[config.mk]
export PLATFORM = sky130hd
export DESIGN_NAME = fetch_queue_unit
export DESIGN_NICKNAME = d
export VERILOG_FILES = /design/src/rtl/fetch_queue_unit.sv
export SDC_FILE = /design/constraint.sdc
export NUM_CORES = 1
export LEC_CHECK = 0
export CAP_MARGIN = 15
export CORE_MARGIN = 3
export CORE_UTILIZATION = 59
export CTS_BUF_LIST = sky130_fd_sc_hd__clkbuf_4 sky130_fd_sc_hd__clkbuf_8 sky130_fd_sc_hd__clkbuf_16
export CTS_CLUSTER_DIAMETER = 150
export DETAILED_ROUTE_END_ITERATION = 12
export MAX_ROUTING_LAYER = met4
export PLACE_DENSITY = 0.92
export SLEW_MARGIN = 10
export SYNTH_ARGS = -nofsm -noshare
export SYNTH_HDL_FRONTEND = slang
export SYNTH_SLANG_ARGS = --single-unit
[constraint.sdc]
create_clock -name clk -period 6.99 [get_ports clk]
set_input_delay 1.0485 -clock clk [delete_from_list [all_inputs] [get_ports clk]]
set_output_delay 1.0485 -clock clk [all_outputs]
set_load 0.05 [all_outputs]
[src/rtl/fetch_queue_unit.sv]
// Instruction-fetch queue: credit-limited imem request/grant/response port, in-order {pc, inst} FIFO toward ID.
// Optional macro IF_JAL_PREDECODE_EN redirects fetch on JAL at push time instead of waiting for downstream.
module fetch_queue_unit #(
  parameter int                  PC_WIDTH   = 32,
  parameter int                  INST_WIDTH = 32,
  parameter int                  FIFO_DEPTH = 4,
  parameter logic [PC_WIDTH-1:0] RESET_PC   = '0,
  parameter int                  PC_STEP    = 4
) (
  input  logic                  clk,
  input  logic                  rst_n,
  input  logic                  redirect_valid,
  input  logic [PC_WIDTH-1:0]   redirect_pc,
  output logic                  imem_req,
  output logic [PC_WIDTH-1:0]   imem_addr,
  input  logic                  imem_gnt,
  input  logic                  imem_rvalid,
  input  logic [INST_WIDTH-1:0] imem_rdata,
  output logic                  id_valid,
  output logic [PC_WIDTH-1:0]   id_pc,
  output logic [INST_WIDTH-1:0] id_inst,
  input  logic                  id_ready
);

  localparam int AW = $clog2(FIFO_DEPTH);
  localparam int CW = AW + 1;
  localparam logic [PC_WIDTH-1:0] STEP = PC_WIDTH'(PC_STEP);

  logic [PC_WIDTH-1:0]   fetch_pc, resp_pc;
  logic [CW-1:0]         live_cnt, drop_cnt, fifo_count;
  logic [AW-1:0]         wr_ptr, rd_ptr;
  logic [PC_WIDTH-1:0]   pc_mem   [FIFO_DEPTH];
  logic [INST_WIDTH-1:0] inst_mem [FIFO_DEPTH];
  logic [CW+1:0]         credit_sum;
  logic                  issue, resp_keep, resp_drop, push, pop, fifo_empty;
  logic                  jal_hit;
  logic [PC_WIDTH-1:0]   jal_target;

  assign fifo_empty = (fifo_count == '0);
  // Entries held plus every outstanding response (kept or dropped) never exceed the queue size.
  assign credit_sum = (CW+2)'(fifo_count) + (CW+2)'(live_cnt) + (CW+2)'(drop_cnt);
  assign imem_req   = rst_n && !redirect_valid && (credit_sum < (CW+2)'(FIFO_DEPTH));
  assign imem_addr  = fetch_pc;
  assign issue      = imem_req && imem_gnt;
  assign resp_drop  = imem_rvalid && (drop_cnt != '0);
  assign resp_keep  = imem_rvalid && (drop_cnt == '0);
  assign push       = resp_keep && !redirect_valid;
  assign id_valid   = !fifo_empty && !redirect_valid;
  assign id_pc      = pc_mem[rd_ptr];
  assign id_inst    = inst_mem[rd_ptr];
  assign pop        = id_valid && id_ready;

`ifdef IF_JAL_PREDECODE_EN
  function automatic logic [PC_WIDTH-1:0] jal_offset(input logic [INST_WIDTH-1:0] inst);
    logic [20:0] imm;
    imm = {inst[31], inst[19:12], inst[20], inst[30:21], 1'b0};
    return {{(PC_WIDTH-21){imm[20]}}, imm};
  endfunction

  assign jal_hit    = push && (imem_rdata[6:0] == 7'b1101111);
  assign jal_target = resp_pc + jal_offset(imem_rdata);
`else
  assign jal_hit    = 1'b0;
  assign jal_target = resp_pc;
`endif

  always_ff @(posedge clk) begin
    if (!rst_n) begin
      fetch_pc   <= RESET_PC;
      resp_pc    <= RESET_PC;
      live_cnt   <= '0;
      drop_cnt   <= '0;
      fifo_count <= '0;
      wr_ptr     <= '0;
      rd_ptr     <= '0;
    end else if (redirect_valid) begin
      fetch_pc   <= redirect_pc;
      resp_pc    <= redirect_pc;
      live_cnt   <= '0;
      drop_cnt   <= drop_cnt + live_cnt - CW'(resp_keep) - CW'(resp_drop);
      fifo_count <= '0;
      wr_ptr     <= '0;
      rd_ptr     <= '0;
    end else begin
      if (issue) fetch_pc <= fetch_pc + STEP;
      if (push)  resp_pc  <= resp_pc + STEP;
      if (jal_hit) begin
        // A request granted on this same edge belongs to the old path and is dropped too.
        fetch_pc <= jal_target;
        resp_pc  <= jal_target;
        live_cnt <= '0;
        drop_cnt <= drop_cnt + live_cnt - CW'(1) + CW'(issue);
      end else begin
        live_cnt <= live_cnt + CW'(issue) - CW'(push);
        drop_cnt <= drop_cnt - CW'(resp_drop);
      end
      if (push) wr_ptr <= wr_ptr + AW'(1);
      if (pop)  rd_ptr <= rd_ptr + AW'(1);
      fifo_count <= fifo_count + CW'(push) - CW'(pop);
    end
  end

  always_ff @(posedge clk) begin
    if (push) begin
      pc_mem[wr_ptr]   <= resp_pc;
      inst_mem[wr_ptr] <= imem_rdata;
    end
  end

  a_no_orphan_rvalid: assert property (@(posedge clk) disable iff (!rst_n)
    imem_rvalid |-> (live_cnt != '0 || drop_cnt != '0));
  a_no_overflow: assert property (@(posedge clk) disable iff (!rst_n)
    (push && !pop) |-> (fifo_count < CW'(FIFO_DEPTH)));

endmodule

==> flow_summary.yaml, run 1 <==
outcome:
  status: "complete, no violations"
min_path:
  hp-start: "imem_addr[0]"
  hold_path_class: "flop to flop"
global_route:
  grt_pass1_wl_mm: 44.9
  antenna_found_initial: 0
  grt_pass1_vias: 8354
  grt_usage: 0.235
  grt_max_degree: 92
  grt_overflow: 0
cts:
  clkTransAtPathRegs_ns: 0.07
  h-tree-depth: 1
  ctsResizeCount: 0
  cts.sinks: 335
  hold_buffers: 0
  clkLatencyLatePin_ns: 0.55
  cts_made_buffers: 31
  postCtsSetupRepairBufs: 0
  cts-root-buf: "clkbuf_16"
  cts.path.max_buffers: 3
  cts_tree: "done"
routing:
  routed_wl_mm: 28.5
  dr.pass1.iters: 4
  avgRoutedWirePerCell_um: 21.2
  route.detailed.drc: 0
  initialDrtViolationCount: 672
  ant_nets: 0
  vias_per_cell: 6.15
  vias: 8276
cells_and_area:
  layout.nets: 1131
  syn2layout_area_growth_pct: 21.6
  diodes: 0
  drive_gt1_frac: 0.140
worst_setup_path:
  cp.arrival_ns: 3.77
  startpoint_type: "flop"
  reg2reg_from: "live_cnt[1]"
  cp-startpoint: "live_cnt[1]"
  critPathCaptureType: "output pin"
  crit_required_ns: 5.94
  cp_max_fo: 4
  critPathKind: "flop to output pin"
timing:
  hold_violations: 0
  max_clock_freq_mhz: 207
  min_period_ns: 4.82
  grt_setup_unrepaired: "false"
  fin_skew_ns: 0.0123
  period_share: 0.689
  max-slew-margin-rel: 0.255
  finalSetupViolations: 0
  setup_tns_ns: 0
  drv_slew: 0
  tightest_slew_ns: 1.12
job:
  max_cap_viol_count: 0
power_and_ir_drop:
  finalPower_mw: 4.42
  peakVddDrop_mv: 0.176
  p_leak_nw: 5.41
  power_density_nw_per_um2: 265
synth:
  yosys_warnings: 0
  synthFlopType: "edfxtp_1"
  syn_nets: 965
  synth-seq-cells: 335
  synth_top_area_frac: 0.561
  yosysTopAreaCell: "edfxtp_1"
  synth-seq-area-share: 0.677
  async_flop_share: 0
  syn-mean-instance-area_um2: 15.7
  synth_cell_types: 57
  syn_inst: 870
  syn_area_um2: 13700
  synth_area_leaders: "edfxtp_1, dfxtp_1, mux4_2"
  synth_edf_count: 256
floorplan:
  fp.dieW_um: 158
  initial_core_util: 0.603
  rows: 55
  core_region_area_um2: 22700
  ios: 168
  die_y_um: 158
  die-area_um2: 25100
place:
  portBuffers: 167
  dp_hpwl_mm: 18.2
  gp_congestion: 0.906
-- flip-flops by register name (all words and copies together) (netlist names), 3 cells and up, named ones only --
name and count:
live_cnt 3, jal_target 32, pc_mem 128, drop_cnt 3
imem_addr 32, inst_mem 128, fifo_count 3
-- area by class of cell --
class,instances,area [µm²]
Sequential cell,335,9270
Fill cell,1386,6040
Multi-Input combinational cell,468,4150
Timing Repair Buffer,176,1740
Clock buffer,44,957
Tap cell,285,357
Clock inverter,13,96.3
Inverter,24,90.1
-- worst paths after layout --
| kind | endpoint | slack, ns | depth (start not counted) |
|---|---|---|---|
| worst min-delay path | imem_addr[0] | 0.47 | 2 |
| worst min register to register | imem_addr[0] | 0.47 | 2 |
| worst max register to register | live_cnt[2] | 2.75 | 15 |
| worst max-delay path | imem_req | 2.17 | 8 |
-- worst max-delay path: stages, from the launching register on --
cell,delay (ns)
dfxtp_1,0.39
inv_1,0.14
fa_1,0.52
nor2b_1,0.17
fa_1,0.22
or3b_1,0.40
a21o_1,0.22
a211oi_1,0.29
clkdlybuf4s50_1,0.86
-- logic make-up (layout without fill, tap and decap cells) --
group,count (synthesis),in the layout,synth area share
simple gates,200,200,0.0797
flops,335,335,0.677
buf+inv,67,257,0.0208
fa+ha+maj,25,25,0.0267
compound gates,138,138,0.0647
mux,65,65,0.106
xor+xnor,40,40,0.0256
-- report_power, final --
| group | internal [mW] | switching [mW] | leakage (nW) |
|---|---|---|---|
| registers | 2.21 | 0.0620 | 2.98 |
| logic | 0.180 | 0.283 | 1.90 |
| clock network | 0.965 | 0.714 | 0.523 |
| total | 3.36 | 1.06 | 5.41 |
-- synthesized netlist by cell type, types with 11 or more instances --
cell and instances:
a211oi_1 11, a21oi_1 32, a31oi_1 24, and2_1 13
and3_1 11, clkbuf_1 28, dfxtp_1 79, edfxtp_1 256
ha_1 18, inv_1 22, mux4_2 64, nand2_1 57
nand3_1 31, nand4_1 14, nor2_1 20, o21ai_0 31
xnor2_1 14, xor2_1 26
-- routing by layer --
| metal | wire [µm] | vias to the layer above | GRT usage |
|---|---|---|---|
| met1 | 12000 | 4126 | 0.333 |
| met5 | 0 | - | - |
| met2 | 13800 | 366 | 0.372 |
| met4 | 503 | 0 | 0.0520 |
| li1 | - | 3739 | - |
| met3 | 2210 | 45 | 0.0337 |
-- per-stage QoR --
step / area, µm² / worst slack (ns) / instances / util / hold slack [ns]
6_report: 16700 / 2.17 / 1345 / 0.734 / 0.465
5_1_grt: 16700 / 1.98 / 1345 / 0.734 / 0.500
4_1_cts: 16700 / 2.17 / 1345 / 0.734 / 0.468
3_5_place_dp: 15600 / 2.33 / 1288 / 0.687 / 0.459
3_3_place_gp: 15600 / 2.43 / 1288 / 0.687 / 0.458
2_1_floorplan: 13700 / 2.85 / 870 / - / 0.460
-- placed cells by master (no fill, tap or decap), types with 3 or more instances in the layout --
cell type and instances:
a211oi_1 11, a21o_1 4, a21oi_1 32, a31oi_1 24, and2_1 13, and3_1 7, and3_2 4, and4_1 10
buf_4 9, clkbuf_16 34, clkbuf_4 5, clkbuf_8 5, clkdlybuf4s50_1 167, clkinv_2 3, clkinvlp_4 3, dfxtp_1 77
edfxtp_1 256, fa_1 7, ha_1 18, inv_1 21, inv_2 3, inv_6 3, mux4_2 64, nand2_1 57
nand2b_1 3, nand3_1 31, nand4_1 14, nor2_1 20, nor2b_1 7, nor3_1 6, nor4_1 3, o211ai_1 6
o21a_1 3, o21ai_0 31, o311ai_0 7, o31a_1 4, or3_1 9, or4_1 7, xnor2_1 14, xor2_1 26
No activity file was read; power rests on OpenSTA's default activity.
==> run 2: changes to the inputs <==
--- a/config.mk
+++ b/config.mk
@@ -7,12 +7,12 @@
 export LEC_CHECK = 0
 export CAP_MARGIN = 15
 export CORE_MARGIN = 3
-export CORE_UTILIZATION = 59
+export CORE_UTILIZATION = 56
 export CTS_BUF_LIST = sky130_fd_sc_hd__clkbuf_4 sky130_fd_sc_hd__clkbuf_8 sky130_fd_sc_hd__clkbuf_16
 export CTS_CLUSTER_DIAMETER = 150
 export DETAILED_ROUTE_END_ITERATION = 12
 export MAX_ROUTING_LAYER = met4
-export PLACE_DENSITY = 0.92
+export PLACE_DENSITY = 0.88
 export SLEW_MARGIN = 10
 export SYNTH_ARGS = -nofsm -noshare
 export SYNTH_HDL_FRONTEND = slang
==> constraint.sdc (replaced) <==
create_clock -name clk -period 4.6 [get_ports clk]
set_input_delay 0.69 -clock clk [delete_from_list [all_inputs] [get_ports clk]]
set_output_delay 0.69 -clock clk [all_outputs]
set_load 0.05 [all_outputs]
==> run 2 against run 1 <==
Against the previous run: clock skew barely moved; highest routed layer unchanged; via count rose by 0.59%; die area increased by 5.2%.
==> flow_summary.yaml, run 2 (synthesized netlist as in run 1, its figures left out) <==
outcome:
  status: "complete, no violations"
worst_setup_path:
  cp_num_buf_inv: 2
  rrSetupSlack_ns: 0.79
  crit_chain: "inv_1, fa_1, nor2b_1, fa_1, or3b_1, a21o_1, a211oi_1, clkdlybuf4s50_1"
  crit_family: "buffers and inverters"
  r2r-end: "live_cnt[2]"
  critical-path-slowest-cell: "clkdlybuf4s50_1"
  cpPeakStageDelay_ns: 0.87
  startpoint_type: "flop"
  critPathCaptureType: "output pin"
  cp.arrival_ns: 3.71
  critPathKind: "flop to output pin"
  crit_required_ns: 3.91
  cp_max_fo: 4
  r2r.worst_path.cells: 15
  cp_common_cell: "fa_1"
  reg2reg_from: "live_cnt[1]"
cts:
  ctsResizeCount: 0
  cts.path.max_buffers: 3
  h-tree-depth: 2
  postCtsSetupRepairBufs: 0
  cts-root-buf: "clkbuf_16"
  clkLatencyLatePin_ns: 0.50
  cts_made_buffers: 34
  clkTransAtPathRegs_ns: 0.06
  cts.sinks: 335
  hold_buffers: 0
  cts_tree: "done"
timing:
  period_share: 0.957
  setup_tns_ns: 0
  max-slew-margin-rel: 0.445
  max_clock_freq_mhz: 227
  finalSetupViolations: 0
  drv_slew: 0
  grt_setup_unrepaired: "false"
  fin_skew_ns: 0.0125
  tightest_slew_ns: 0.832
  hold_violations: 0
  min_period_ns: 4.40
global_route:
  grt_usage: 0.229
  grt_pass1_wl_mm: 46.0
  grt_max_degree: 89
  antenna_found_initial: 0
  grt_overflow: 0
  grt_pass1_vias: 8426
floorplan:
  ios: 168
  core_region_area_um2: 23800
  die-area_um2: 26400
  fp.dieW_um: 162
  die_y_um: 162
  rows: 56
  initial_core_util: 0.577
cells_and_area:
  layout_common_cells: "edfxtp_1, clkdlybuf4s50_1, dfxtp_1"
  final_common_cell: "edfxtp_1"
  layout.nets: 1137
  fin_area_um2: 16800
  instances_no_fill: 1386
  syn2layout_area_growth_pct: 22.6
  drive_gt1_frac: 0.138
  reg_top3: "inst_mem x128, pc_mem x128"
  diodes: 0
routing:
  initialDrtViolationCount: 679
  ant_nets: 0
  vias: 8325
  vias_per_cell: 6.01
  routed_wl_mm: 28.8
  route.detailed.drc: 0
  dr.pass1.iters: 5
  avgRoutedWirePerCell_um: 20.8
min_path:
  hold_path_class: "flop to flop"
  hold_end: "imem_addr[0]"
  worstHoldPathCells: 2
  hp-start: "imem_addr[0]"
power_and_ir_drop:
  p_leak_nw: 5.44
  peakVddDrop_mv: 0.245
  power_density_nw_per_um2: 402
  finalPower_mw: 6.76
job:
  max_cap_viol_count: 0
place:
  placed_cells: 1325
  dp_hpwl_mm: 18.2
  post_dp_cell_area_um2: 15700
  gp_congestion: 0.912
  portBuffers: 167
-- run 2: cell types whose count changed in the layout (fill, tap and decap cells not counted), sizes merged --
cell / delta
buf: +3
bufinv: +1
clkbuf: +1
clkinv: +8
clkinvlp: -2
inv: -4
-- run 2: area by class of cell --
class                           count  area [µm²]
Clock buffer                       45         946
Clock inverter                     16         116
Fill cell                        1501        6950
Inverter                           24        90.1
Multi-Input combinational cell    468        4150
Sequential cell                   335        9270
Tap cell                          319         399
Timing Repair Buffer              179        1820
-- run 2: how the worst max path moves through the flow --
stage	start	endpoint	slack (ns)	depth (start not counted)
after CTS	live_cnt[1]	imem_req	0.21	8
after detailed placement	rst_n	live_cnt[2]	0.74	12
final	live_cnt[1]	imem_req	0.20	8
after global placement	live_cnt[1]	imem_req	0.81	8
after global routing	live_cnt[1]	imem_req	0.12	8
after floorplan	live_cnt[1]	imem_req	0.82	7
-- run 2: power by group --
group	leakage, nW	switching, mW	internal, mW
sequential	2.98	0.0916	3.36
combinational	1.93	0.430	0.279
clock	0.529	1.09	1.51
-- run 2: metal layers --
metal / global-route usage / wire [µm]
met2: 0.347 / 13300
met3: 0.0430 / 2260
met1: 0.328 / 12600
met5: - / 0
met4: 0.0566 / 533
-- run 2: metrics by stage --
step / setup WS, ns / hold WS [ns] / utilization
6_report: 0.199 / 0.470 / 0.707
5_1_grt: 0.123 / 0.490 / 0.707
4_1_cts: 0.209 / 0.464 / 0.707
3_5_place_dp: 0.737 / 0.454 / 0.663
3_3_place_gp: 0.812 / 0.452 / 0.663
2_1_floorplan: 0.819 / 0.460 / -
-- run 2: worst reg2reg max path: cells and delay by family (launching register included) --
kind / cells / cell delay, ns
xor gates and xnor gates: 2 / 0.32
AOI/OAI and AO/OA: 2 / 0.40
DFF: 1 / 0.37
buffers and inverters: 3 / 0.35
and+or+nand+nor: 3 / 0.60
adders and majority gates: 5 / 1.64
